[config.mk]
export PLATFORM = sky130hd
export DESIGN_NAME = inst_fetch
export DESIGN_NICKNAME = d
export VERILOG_FILES = /design/src/rtl/cpu_defs.sv /design/src/rtl/mmu_fixed.sv /design/src/rtl/inst_fetch.sv
export SDC_FILE = /design/constraint.sdc
export NUM_CORES = 1
export LEC_CHECK = 0
export BUFFER_PORTS_ARGS = -buffer_cell sky130_fd_sc_hd__buf_4
export CAP_MARGIN = 25
export CORE_ASPECT_RATIO = 1.1
export CORE_UTILIZATION = 54
export CTS_BUF_LIST = sky130_fd_sc_hd__clkbuf_2 sky130_fd_sc_hd__clkbuf_4 sky130_fd_sc_hd__clkbuf_8
export DETAILED_ROUTE_END_ITERATION = 16
export PLACE_DENSITY = 0.9
export SYNTH_ARGS = -nofsm -noshare
export SYNTH_HDL_FRONTEND = slang
export SYNTH_SLANG_ARGS = --single-unit
[constraint.sdc]
create_clock -name clk -period 3.2 [get_ports clk]
set_input_delay 0.48 -clock clk [delete_from_list [all_inputs] [get_ports clk]]
set_output_delay 0.48 -clock clk [all_outputs]
set_load 0.02 [all_outputs]
[src/rtl/cpu_defs.sv]
// Shared CPU definitions: fetch/MMU bundles, fetch FSM states,
// reset vector.
package cpu_defs;

  localparam logic [31:0] RESET_VEC = 32'hbfc0_0000;
  localparam int N_ISSUE = 1;

  typedef struct packed {
    logic [31:0] vaddr;
    logic [31:0] paddr;
    logic        uncached;
  } mmu_resp_t;

  typedef struct packed {
    logic                      valid;
    mmu_resp_t [N_ISSUE-1:0]   mmu_iaddr_resp;
    logic                      iaddr_err;
  } pipe_if_t;

  typedef struct packed {
    logic        valid;
    logic [31:0] target;
  } except_req_t;

  typedef enum logic {
    FS_RUN,
    FS_DS_PEND
  } fetch_state_t;

  // kseg0 (100) and kseg1 (101) are the unmapped windows
  function automatic logic is_kseg01(
    input logic [31:0] va
  );
    return va[31:30] == 2'b10;
  endfunction

endpackage

[src/rtl/mmu_fixed.sv]
// Fixed-mapping MMU: kseg0/kseg1 strip the top three bits,
// every other segment maps one-to-one.
module mmu_fixed
  import cpu_defs::*;
(
  input  logic [31:0] vaddr,
  output mmu_resp_t   resp
);

  always_comb begin
    resp = '0;
    resp.vaddr = vaddr;
    if (is_kseg01(vaddr)) begin
      resp.paddr    = {3'b000, vaddr[28:0]};
      resp.uncached = vaddr[29];
    end else begin
      resp.paddr    = vaddr;
      resp.uncached = 1'b0;
    end
  end

endmodule

[src/rtl/inst_fetch.sv]
// IF stage: owns the PC, issues one ibus read per cycle and
// applies exception and delayed branch redirects.
module inst_fetch
  import cpu_defs::*;
#(
  parameter logic [31:0] RESET_VEC = cpu_defs::RESET_VEC,
  parameter int          N_ISSUE   = 1
) (
  input  logic         clk,
  input  logic         rst,
  input  logic         ready_i,
  input  except_req_t  except_req,
  input  logic         branch_valid,
  input  logic [31:0]  branch_target,
  output logic         ibus_read,
  output logic [31:0]  ibus_addr,
  input  logic         ibus_stall,
  input  logic         ibus_valid,
  output pipe_if_t     pipe_if
);

  localparam logic [31:0] PC_STEP = 32'(4 * N_ISSUE);

  fetch_state_t state;
  fetch_state_t state_nx;

  logic [31:0] pc;
  logic [31:0] pc_nx;
  logic [31:0] pend_target;
  logic [31:0] pend_nx;
  pipe_if_t    pipe_nx;

  mmu_resp_t pc_map;
  logic      aligned;
  logic      accept;

  // read data is consumed by ID directly
  logic unused_ok;
  assign unused_ok = ibus_valid;

  mmu_fixed u_mmu (
    .vaddr (pc),
    .resp  (pc_map)
  );

  assign aligned   = pc[1:0] == 2'b00;
  assign ibus_read = ~rst & ready_i
                   & ~except_req.valid & aligned;
  assign ibus_addr = pc_map.paddr;
  assign accept    = ibus_read & ~ibus_stall;

  always_ff @(posedge clk) begin
    if (rst) begin
      state <= FS_RUN;
    end else begin
      state <= state_nx;
    end
  end

  always_comb begin
    state_nx = state;
    if (except_req.valid) begin
      state_nx = FS_RUN;
    end else begin
      unique case (state)
        FS_DS_PEND: begin
          if (accept) state_nx = FS_RUN;
        end
        FS_RUN: begin
          if (branch_valid && !accept)
            state_nx = FS_DS_PEND;
        end
        default: state_nx = FS_RUN;
      endcase
    end
  end

  always_comb begin
    pc_nx   = pc;
    pend_nx = pend_target;
    if (except_req.valid) begin
      pc_nx = except_req.target;
    end else if (accept && state == FS_DS_PEND) begin
      pc_nx = pend_target;
    end else if (branch_valid && state == FS_RUN) begin
      if (accept) pc_nx = branch_target;
      else        pend_nx = branch_target;
    end else if (accept) begin
      pc_nx = pc + PC_STEP;
    end
  end

  always_comb begin
    pipe_nx = pipe_if;
    if (except_req.valid) begin
      pipe_nx.valid = 1'b0;
    end else if (!ready_i) begin
      pipe_nx = pipe_if;
    end else if (accept || !aligned) begin
      pipe_nx = '0;
      pipe_nx.valid = 1'b1;
      pipe_nx.mmu_iaddr_resp[0] = pc_map;
      pipe_nx.iaddr_err = ~aligned;
    end else begin
      pipe_nx.valid = 1'b0;
    end
  end

  always_ff @(posedge clk) begin
    if (rst) begin
      pc          <= RESET_VEC;
      pend_target <= '0;
      pipe_if     <= '0;
    end else begin
      pc          <= pc_nx;
      pend_target <= pend_nx;
      pipe_if     <= pipe_nx;
    end
  end

endmodule
==> flow_summary_export.csv <==
group,metric,value,unit
placement,placed_area,6710,sq um
cells_and_area,finalInstanceArea,6930,sq um
timing,fmax,417,MHz
die,design.die.area,11200,sq um
synth,ys_types,63,
placement,io_buffers,169,
synth,synth_cells,783,
synth,netlist_area,5840,sq um
drt,routed.top_layer,"met4",
drt,finalWirelength,17300,um
cells_and_area,drive_above_1_share,25.3,%
timing,rsz0062_at_grt,"no",
clocking,root_buffer,"clkbuf_8",
global_routing,grt_max_degree,59,
critical_path,worstPathArrival,1.92,ns
critical_path,path_max_fanout,12,
power,peakVddDrop,0.196,mV
die,initial_core_util,55.9,%
critical_path,cp.required,2.72,ns
timing,slew_violations,0,
power,power,0.00293,W
cells_and_area,finalNetCount,933,
placement,place_congestion,0.947,
timing,finalClockSkew,0.00816,ns
placement,place_hpwl,12400,um
synth,synth_common_cells,"nand2_1 (188), a21oi_1 (107), dfxtp_1 (103)",
drt,viasPerCell,5.98,
critical_path,worstSetupEndpointType,"primary output",
power,p_per_area,422,nW/um^2
synth,ys_seq_area_share,35.3,%
timing,finalSetupViolCount,0,
drt,first_pass_iters,8,
synth,syn_avg_cell_area,7.45,sq um
synth,yosys.area.top_type,"dfxtp_1",
run_status,status,"complete, no violations",
critical_path,crit_type,"reg -> out",
synth,synth-edff-count,0,
timing,period_share,74.9,%
cells_and_area,syn2layout_area_growth,18.7,%
clocking,tritoncts,"built",
clocking,post-cts-setup-buffer-count,0,
power,p_leak,2.84,nW
clocking,cts_hold_buf,0,
placement,post-place-ws,0.877,ns
synth,synth_area_leaders,"dfxtp_1 (35%), nand2_1 (12%), a21oi_1 (9.2%)",
die,core,10400,sq um
synth,synth-seq-cells,103,
cells_and_area,antenna_cells,0,
drt,antenna_left,0,
drt,drc_errors,0,
drt,route.met2.wl,7920,um
drt,vias,6023,
synth,yosysTopAreaCellShare,35.3,%
critical_path,cp-start-kind,"flop",
clocking,path_clk_slew,0.10,ns
job,cap_violations,0,
drt,drt-wirelength-per-cell,17.1,um
synth,syn_nets,855,
drt,route.met3.wl,1840,um
die,die_x,101,um
timing,setup_tns,0,ns
global_routing,grt_pass1_wl,26800,um
global_routing,antenna_found_initial,0,
die,io_pins,171,
synth,yosysMostFrequentCell,"nand2_1",
die,die_h,111,um
clocking,post_cts_resized,0,
synth,ys_warn_count,0,
clocking,cts_sinks,103,
timing,period_needed,2.40,ns
timing,slew_headroom,48.6,%
clocking,clkLatencyLatePin,0.37,ns
timing,hold_violations,0,
global_routing,grt_pass1_vias,5206,
timing,worstMarginPinSlew,0.769,ns
drt,drtIter0Drc,561,
clocking,cts-htree-levels,3,
drt,met1_length,6890,um
synth,postSynth.asyncResetShare,0,%
hold_path,hp-class,"in -> reg",
synth,synth_flop_cell,"dfxtp_1",
global_routing,grt_remaining_overflow,0,
global_routing,grt_usage,30.5,%
timing,fin_ws,0.804,ns
die,rows,39,
critical_path,regToRegSetupSlack,0.95,ns
clocking,cts_buffer_depth,2,
clocking,cts_made_buffers,9,
report_power, final:
group	switching, W	total, W	internal, W
combinational	0.000333	0.000580	0.000246
sequential	0.0000969	0.00144	0.00135
clock	0.000437	0.000901	0.000464
total	0.000867	0.00292	0.00206
logic make-up after synthesis:
group                    after synthesis  share of synthesized area [%]
buffers and inverters                141                           13.6
XOR/XNOR                              12                           1.80
adder cells (fa/ha/maj)                1                          0.214
multiplexers                           9                           1.59
AND/OR/NAND/NOR                      297                           24.3
flip-flops                           103                           35.3
AO/OA/AOI/OAI                        220                           23.2
sequential cells by signal, indices dropped and copies added, names as in the netlist:
signal / count
state: 1
pc: 32
pend_target: 32
pipe_if: 38
stage by stage:
step           hold slack (ns)  util (%)  cells
6_report                 0.315      66.3   1008
5_1_grt                  0.311      66.3   1008
4_1_cts                  0.307      66.3   1008
3_5_place_dp             0.443      64.3    993
3_3_place_gp             0.437      64.3    993
2_1_floorplan            0.431         -    783
final timing paths:
kind	startpoint	to	cells after the start
setup / recovery	pc[0]$_SDFFE_PP0P_	ibus_read	3
hold / removal	except_req[12]	pc[12]$_SDFFE_PP0P_	3
setup reg to reg	pc[4]$_SDFFE_PP0P_	pc[26]$_SDFFE_PP1P_	5
hold reg to reg	pend_target[8]$_SDFFE_PP0P_	pend_target[8]$_SDFFE_PP0P_	2
final cells by class:
class | instances | area (sq um)
clock inverters | 4 | 70.1
inverters | 19 | 71.3
well taps | 143 | 179
multi-input cells | 539 | 2980
repair buffers | 189 | 1420
clock buffers | 11 | 145
fillers | 901 | 3520
flip-flops and latches | 103 | 2060
layer usage:
layer	up-vias	track usage [%]
met2	428	45.8
li1	2818	-
met1	2723	42.5
met3	54	3.91
met5	-	0
met4	0	15.5
worst max-delay path, stage by stage, from the launching register on:
cell and delay, ns:
dfxtp_1 0.44, or3b_1 0.65, nor3_1 0.26, buf_4 0.18
layout by cell type (no fill, tap or decap), drive strengths merged, types with 3 or more instances in the layout:
cell,netlist,routed
o31ai,3,3
nand2b,4,4
or3,3,3
nor3,14,14
o21ai,37,37
a221o,7,7
nor3b,3,3
nor4,11,11
nor2b,7,7
o211ai,8,8
nand4,15,15
o41ai,3,3
a21boi,3,3
nand2,188,188
inv,19,19
clkbuf,32,11
a21oi,108,108
xnor2,8,8
nor2,18,18
a2111oi,3,3
a21o,7,7
buf,90,189
mux2i,7,7
nand3b,4,4
dfxtp,103,103
a31oi,7,7
and3,5,5
o2111ai,4,4
nand3,10,10
o221ai,4,4
xor2,4,4
a211oi,9,9
and4,9,9
(Power assumes the default switching activity.)
